--- config.mk ---
export PLATFORM = sky130hd
export DESIGN_NAME = jt89_noise_gen
export DESIGN_NICKNAME = d
export VERILOG_FILES = /design/src/rtl/jt89_noise_gen.sv
export SDC_FILE = /design/constraint.sdc
export NUM_CORES = 1
export LEC_CHECK = 0
export ABC_AREA = 1
export BUFFER_PORTS_ARGS = -buffer_cell sky130_fd_sc_hd__buf_4
export CAP_MARGIN = 20
export CORE_ASPECT_RATIO = 2
export CORE_MARGIN = 1
export CORE_UTILIZATION = 60
export CTS_BUF_LIST = sky130_fd_sc_hd__clkbuf_2 sky130_fd_sc_hd__clkbuf_4 sky130_fd_sc_hd__clkbuf_8
export DETAILED_ROUTE_END_ITERATION = 7
export GPL_TIMING_DRIVEN = 0
export PLACE_DENSITY = 0.91
export SLEW_MARGIN = 20
export SYNTH_ARGS = -nofsm -noshare
export SYNTH_HDL_FRONTEND = slang
export SYNTH_SLANG_ARGS = --single-unit
--- constraint.sdc ---
create_clock -name clk -period 1.9 [get_ports clk]
set_input_delay 0.475 -clock clk [delete_from_list [all_inputs] [get_ports clk]]
set_output_delay 0.475 -clock clk [all_outputs]
set_load 0.01 [all_outputs]
--- src/rtl/jt89_noise_gen.sv ---
// jt89_noise_gen -- noise channel for the JT89 PSG family.
//
// A configurable-width LFSR is clocked at one of three divided rates or by
// rising edges of tone channel 2. It runs in white mode (feedback from bit 0
// XOR bit TAP) or periodic mode (bit 0 recirculated). An all-zero register
// is never shifted; SEED is loaded instead so the channel cannot lock up.
// Bit 0 gates a 2 dB attenuation table to give the channel amplitude.
//
// Compile-time option:
//   JT89_NOISE_RESEED_EN - every control write reloads SEED into the LFSR
//                          and restarts the divider, as the original SN76489
//                          does. When it is left undefined, a write only
//                          changes the control register, as clone parts do.

module jt89_noise_gen #(
    parameter int                LFSR_W   = 16,
    parameter int                TAP      = 3,
    parameter logic [LFSR_W-1:0] SEED     = {1'b1, {(LFSR_W-1){1'b0}}},
    parameter int                DIV_BASE = 4
) (
    input  logic       clk,
    input  logic       rst_n,
    input  logic       cen,
    input  logic       ctrl_we,
    input  logic [2:0] ctrl_din,
    input  logic [3:0] vol,
    input  logic       tone_in,
    output logic       noise_bit,
    output logic [7:0] snd
);

    localparam int CNT_W = DIV_BASE + 2;

    // Divider reload value (N-1) for a rate code. The tone-driven rate never
    // counts, so it gets the widest value.
    function automatic logic [CNT_W-1:0] reload_val(input logic [1:0] rate);
        logic [CNT_W-1:0] v;
        case (rate)
            2'd0:    v = {CNT_W{1'b1}} >> 2;
            2'd1:    v = {CNT_W{1'b1}} >> 1;
            2'd2:    v = {CNT_W{1'b1}};
            default: v = {CNT_W{1'b1}};
        endcase
        return v;
    endfunction

    // 2 dB per step attenuation table, 0 = loudest, 15 = silent.
    function automatic logic [7:0] amp_val(input logic [3:0] att);
        logic [7:0] a;
        case (att)
            4'd0:    a = 8'd255;
            4'd1:    a = 8'd203;
            4'd2:    a = 8'd161;
            4'd3:    a = 8'd128;
            4'd4:    a = 8'd102;
            4'd5:    a = 8'd81;
            4'd6:    a = 8'd64;
            4'd7:    a = 8'd51;
            4'd8:    a = 8'd40;
            4'd9:    a = 8'd32;
            4'd10:   a = 8'd26;
            4'd11:   a = 8'd20;
            4'd12:   a = 8'd16;
            4'd13:   a = 8'd13;
            4'd14:   a = 8'd10;
            default: a = 8'd0;
        endcase
        return a;
    endfunction

    logic [2:0]        ctrl_r;
    logic [CNT_W-1:0]  cnt_r;
    logic              last_tone_r;
    logic [LFSR_W-1:0] shift_r;
    logic [7:0]        snd_r;

    logic [1:0]        rate_s;
    logic              tick_s;
    logic              fb_s;
    logic [LFSR_W-1:0] shift_adv_s;
    logic [CNT_W-1:0]  cnt_adv_s;
    logic              reseed_s;

`ifdef JT89_NOISE_RESEED_EN
    assign reseed_s = ctrl_we;
`else
    assign reseed_s = 1'b0;
`endif

    // Shift tick, feedback and divider next-state, all from the old ctrl.
    always_comb begin
        rate_s      = ctrl_r[1:0];
        tick_s      = 1'b0;
        fb_s        = shift_r[0];
        shift_adv_s = shift_r;
        cnt_adv_s   = cnt_r;

        if (rate_s == 2'd3) begin
            tick_s = cen & tone_in & ~last_tone_r;
        end else begin
            tick_s = cen & (cnt_r == {CNT_W{1'b0}});
        end

        if (ctrl_r[2]) begin
            fb_s = shift_r[0] ^ shift_r[TAP];
        end else begin
            fb_s = shift_r[0];
        end

        if (shift_r == {LFSR_W{1'b0}}) begin
            shift_adv_s = SEED;
        end else begin
            shift_adv_s = {fb_s, shift_r[LFSR_W-1:1]};
        end

        if (!cen) begin
            cnt_adv_s = cnt_r;
        end else if (rate_s == 2'd3) begin
            cnt_adv_s = cnt_r;
        end else if (cnt_r == {CNT_W{1'b0}}) begin
            cnt_adv_s = reload_val(rate_s);
        end else begin
            cnt_adv_s = cnt_r - CNT_W'(1);
        end
    end

    // Control register: latched on any write, independent of cen.
    always_ff @(posedge clk or negedge rst_n) begin
        if (!rst_n) begin
            ctrl_r <= 3'b000;
        end else if (ctrl_we) begin
            ctrl_r <= ctrl_din;
        end else begin
            ctrl_r <= ctrl_r;
        end
    end

    // Rate divider; a reseeding write restarts it at the new rate.
    always_ff @(posedge clk or negedge rst_n) begin
        if (!rst_n) begin
            cnt_r <= reload_val(2'd0);
        end else if (reseed_s) begin
            cnt_r <= reload_val(ctrl_din[1:0]);
        end else begin
            cnt_r <= cnt_adv_s;
        end
    end

    // Tone sample for edge detection, taken on every cen in all modes.
    always_ff @(posedge clk or negedge rst_n) begin
        if (!rst_n) begin
            last_tone_r <= 1'b0;
        end else if (cen) begin
            last_tone_r <= tone_in;
        end else begin
            last_tone_r <= last_tone_r;
        end
    end

    // LFSR: a reseed beats a tick landing in the same clk.
    always_ff @(posedge clk or negedge rst_n) begin
        if (!rst_n) begin
            shift_r <= SEED;
        end else if (reseed_s) begin
            shift_r <= SEED;
        end else if (tick_s) begin
            shift_r <= shift_adv_s;
        end else begin
            shift_r <= shift_r;
        end
    end

    // Amplitude output, one cen behind noise_bit.
    always_ff @(posedge clk or negedge rst_n) begin
        if (!rst_n) begin
            snd_r <= 8'd0;
        end else if (cen) begin
            snd_r <= shift_r[0] ? amp_val(vol) : 8'd0;
        end else begin
            snd_r <= snd_r;
        end
    end

    assign noise_bit = shift_r[0];
    assign snd       = snd_r;

endmodule

After elaboration in Yosys (flattened, before gate mapping):

Memory sizes are Yosys's and may differ from the RTL's.
Index checks and enable logic that the tools add are counted.

* register bits after elaboration: 34
* bits in latches: 0
* RAM bits: 0
* ROM bits: 128
* input port bits: 12
* output and inout bits: 9
* logic and storage cells: 25
* memories: 1

* add/sub/neg operators: 1
* $mul: 0
* divide/modulo/power cells: 0
* order comparisons: 0
* equality and inequality tests: 2
* shift-type cells: 0
* multiplexer cells: 6
* bitwise operators: 6
* reduce and logical (&&, ||, !) cells: 4

Memories
* (no name shown): words 16, bits a word 8, read ports 1, clocked after memory_dff 0, wr ports 0, RTL line 50 `case (att)`

Operators by type and width (count)
* zero test 16 bit: 1
* two-way mux 16 bit: 1
* case mux 6 bit (2 select lines): 1
* two-way mux 8 bit: 1
* zero test 6 bit: 1
* two-way mux 6 bit: 1
* subtractor 6 x 1 -> 6 bit (second input constant): 1
* bitwise AND 1 bit: 3
* equality test 2 x 1 -> 1 bit (second input constant): 1
* equality test 2 bit (second input constant): 1
* zero test 2 bit: 1
* two-way mux 1 bit: 2
* NOT 1 bit: 2
* AND reduction 2 bit: 1
* bitwise XOR 1 bit: 1

Longest topological paths before layout:

* depth in word-level cells: 3
* mapped depth: 9
* depth with buffers taken out: 8

Worst setup path before layout:

OpenSTA, ideal clock, no wires.

* path type: register to register
* start: reg cnt_r[0]
* end: reg shift_r[11]
* library setup time: 0.117 ns
* arrival: 1.333 ns
* required time: 1.783 ns
* path slack: 0.450 ns
* cell stages (with the launch flop): 10
* path buffers: 1
* clock period less this slack: 1.450 ns
* path through: dfstp_2 inv_1 ha_1 nand2_1 nor2_1 nand3_2 nand2_2 buf_4 nand2_1 nand2_1

* longest elaborated chain between the ends: 3

RTL lines
* start: declaration: RTL line 72 `logic [CNT_W-1:0] cnt_r;`
* start signal: assignment: RTL line 141 `cnt_r <= reload_val(2'd0);`
* start signal: assignment: RTL line 143 `cnt_r <= reload_val(ctrl_din[1:0]);`
* start signal: assignment: RTL line 145 `cnt_r <= cnt_adv_s;`
* zero test 6 bit: RTL line 101 `tick_s = cen & (cnt_r == {CNT_W{1'b0}});`
* bitwise AND 1 bit: RTL line 101
* two-way mux 1 bit: RTL line 98 `if (rate_s == 2'd3) begin`
* end signal: assignment: RTL line 167 `shift_r <= shift_adv_s;`
* end signal: assignment: RTL line 169 `shift_r <= shift_r;`
* end: declaration: RTL line 74 `logic [LFSR_W-1:0] shift_r;`

No other way between the ends.
A chain may end at the register's enable or synchronous reset.

Worst setup path in the final report:

* start: reg cnt_r[0]
* end: reg shift_r[5]

Same word-level chain as after synthesis.

==> summary.txt <==
CTS
  • CTS Hold Buffers Added: 0
  • Root buffer cell: clkbuf_8
  • Post_cts resized: 0
  • Clock sink total: 34
  • CTS clock-pin slew for the worst setup and hold paths: 0.08 ns
  • CTS Buffer Depth: 2
  • CTS Buf Count: 5
  • CTS H-tree depth: 2
  • CTS tree: yes
  • Post-CTS setup buffers: 0
  • Clock insertion delay at the later pin of the skew report: 0.30 ns

Global routing
  • Largest net degree at the start of global routing: 35
  • Antenna violations before repair: 0
  • Vias in the first global route: 1592
  • GRT Overall Usage: 0.2910
  • Grt ovf: 0
  • First-pass GRT wire length: 6479 um

Timing
  • Final hold viol count: 0
  • Period Utilization, post-route: 0.8592
  • Final setup viols: 0
  • Slew @ Worst Pin: 0.4196 ns
  • RSZ-0062 raised after global routing: no
  • Skew final: 0.008936 ns
  • Final min period: 1.632 ns
  • Peak Freq: 612.6 MHz
  • Slew HR: 0.7203
  • Slew Limit Fails: 0
  • Final setup TNS: 0 ns

Power and ir drop
  • Power Dens Cells: 1068 nW/um2
  • Leak: 1.113 nW
  • Worst vdd ir: 0.7111 mV

Yosys
  • Top FF cell, synth: dfrtp_1
  • Synthesized net count: 241
  • Synth Register Bits: 34
  • Post-Syn Area: 1764 um2
  • Synthesized area per cell: 7.983 um2
  • Synth area leaders: dfrtp_1 (41%), nand2_1 (16%), dfstp_2 (7.4%)
  • Synth Instances: 221
  • Async SR Flop Fraction: 1.000
  • Sequential share of the synthesized area: 0.4858
  • Unique masters post-synth: 26
  • Yosys top cell area share: 0.4113
  • YS warnings: 0
  • Synth area leader: dfrtp_1
  • Number of flops mapped to enable cells by yosys: 0

Drt
  • DRC errors left: 0
  • DR WL/cell: 13.55 um
  • Drt first pass iters: 4
  • Antenna-violating nets left: 0
  • Vias after detailed routing: 1545
  • Number of vias per cell: 5.578
  • DRT Wirelength: 3754 um
  • Initial DRC count: 73

Critical path
  • Startpoint types: register
  • Crit path launch: cnt_r[0]
  • Critical path data required time: 2.09 ns
  • Worst setup path class: register to register
  • Setup slack, reg-to-reg: 0.27 ns
  • Crit end category: register
  • RR Startpoint: cnt_r[0]
  • Crit Reg-Reg Endpoint: shift_r[5]
  • Worst setup path end: shift_r[5]
  • CP arrival: 1.82 ns
  • R2R depth: 9
  • Critical path fanouts, max: 10

Run
  • Max_cap viols: 0

Finish
  • Multi-input logic area: 804.5 um2
  • Commonest non-fill, non-tap cell in the layout: nand2_1
  • Most frequent cells in the layout: nand2_1 (75), dfrtp_1 (29), nand3_1 (26), nor2_1 (24), buf_4 (20)
  • Fillers: 179
  • Final Util: 0.7425
  • Total Nets Final: 267
  • FF/Latch Area: 857.1 um2
  • Ant. Diodes: 0
  • Layout cells sized above 1: 0.1774
  • Area delta synth->final: 16.60%

Place
  • Final Wtd Congestion: 0.8261
  • Post-DP HPWL: 2678 um
  • I/O Buffers: 19

Die
  • Die width: 40.34 um
  • Core Rows: 27
  • Die height: 78.69 um
  • Die area: 3174 um2
  • Io pins: 21
  • Initial Util: 0.6369
  • Core Area: 2770 um2

Hold path
  • Hold crit path type: primary input to async pin

Run status
  • Status: finished, final reports clean
stage by stage:
step           hold WS [ns]  power (mW)  std cells  instance area, um2  worst slack (ns)
2_1_floorplan        0.1794       1.383        221                1764            0.4502
3_3_place_gp         0.4365       1.504        269                1943            0.3393
3_5_place_dp         0.4428       1.533        269                1943            0.2935
4_1_cts              0.1248       2.207        277                2057            0.2734
5_1_grt              0.1511       2.322        277                2057            0.1626
6_report             0.1101       2.197        277                2057            0.2675
flip-flops by register name, indices dropped and copies added (netlist names):
name / count
ctrl_r: 3
shift_r: 16
snd: 8
cnt_r: 6
last_tone_r: 1
power by group:
part	switching, mW	internal [mW]	total, mW
combinational	0.318	0.208	0.526
clock	0.287	0.390	0.678
sequential	0.109	0.884	0.993
total	0.715	1.48	2.20
logic make-up (layout without fill, tap and decap cells):
logic type                 Yosys count  count (layout)  share of synthesized area
and+or+nand+nor                    134             134                     0.3241
DFF                                 34              34                     0.4858
buffers and inverters               22              49                    0.05815
AOI/OAI and AO/OA                   21              21                    0.06384
adders and majority gates            8               8                    0.05674
xor gates and xnor gates             1               1                   0.004965
muxes                                1               1                   0.006383
critical path, stage by stage, from the launching register on:
cell     delay, ns
dfstp_2       0.54
inv_1         0.09
ha_1          0.23
nand2_1       0.07
nor2_1        0.06
nand3_2       0.10
nand2_2       0.11
buf_4         0.20
nand2_1       0.07
nand2_1       0.06
synth_stat cells (all sizes together) (2+ instances only):
cell type,n
ha,8
a21oi,2
nand4,3
nor2,25
inv,17
or2,2
dfrtp,29
nand3,27
dfstp,5
nand2,76
buf,4
o21ai,16
worst min-delay path by stage:
stage	startpoint	to	slack (ns)
after floorplan	rst_n	cnt_r[4]	0.18
after global placement	rst_n	cnt_r[5]	0.44
after detailed placement	rst_n	cnt_r[5]	0.44
after CTS	rst_n	shift_r[13]	0.12
after global routing	rst_n	ctrl_r[1]	0.15
final	rst_n	cnt_r[5]	0.11
final cells by class:
type / count / area share
plain buffers: 5 / 0.01886
clock buffers: 5 / 0.03346
clock inverters: 3 / 0.02190
inverters: 17 / 0.03102
multi-input cells: 165 / 0.3911
flip-flops and latches: 34 / 0.4167
well taps: 29 / 0.01764
repair buffers: 19 / 0.06934
routing by layer:
metal	vias to the layer above	part of all wire	wire length, um	track usage
li1	757	-	-	-
met1	745	0.36	1357	0.3016
met2	31	0.58	2184	0.4984
met3	12	0.022	83	0.05367
met4	0	0.034	128	0.1600
met5	-	0	0	0
Note: power is estimated with default switching activity, not from simulation.
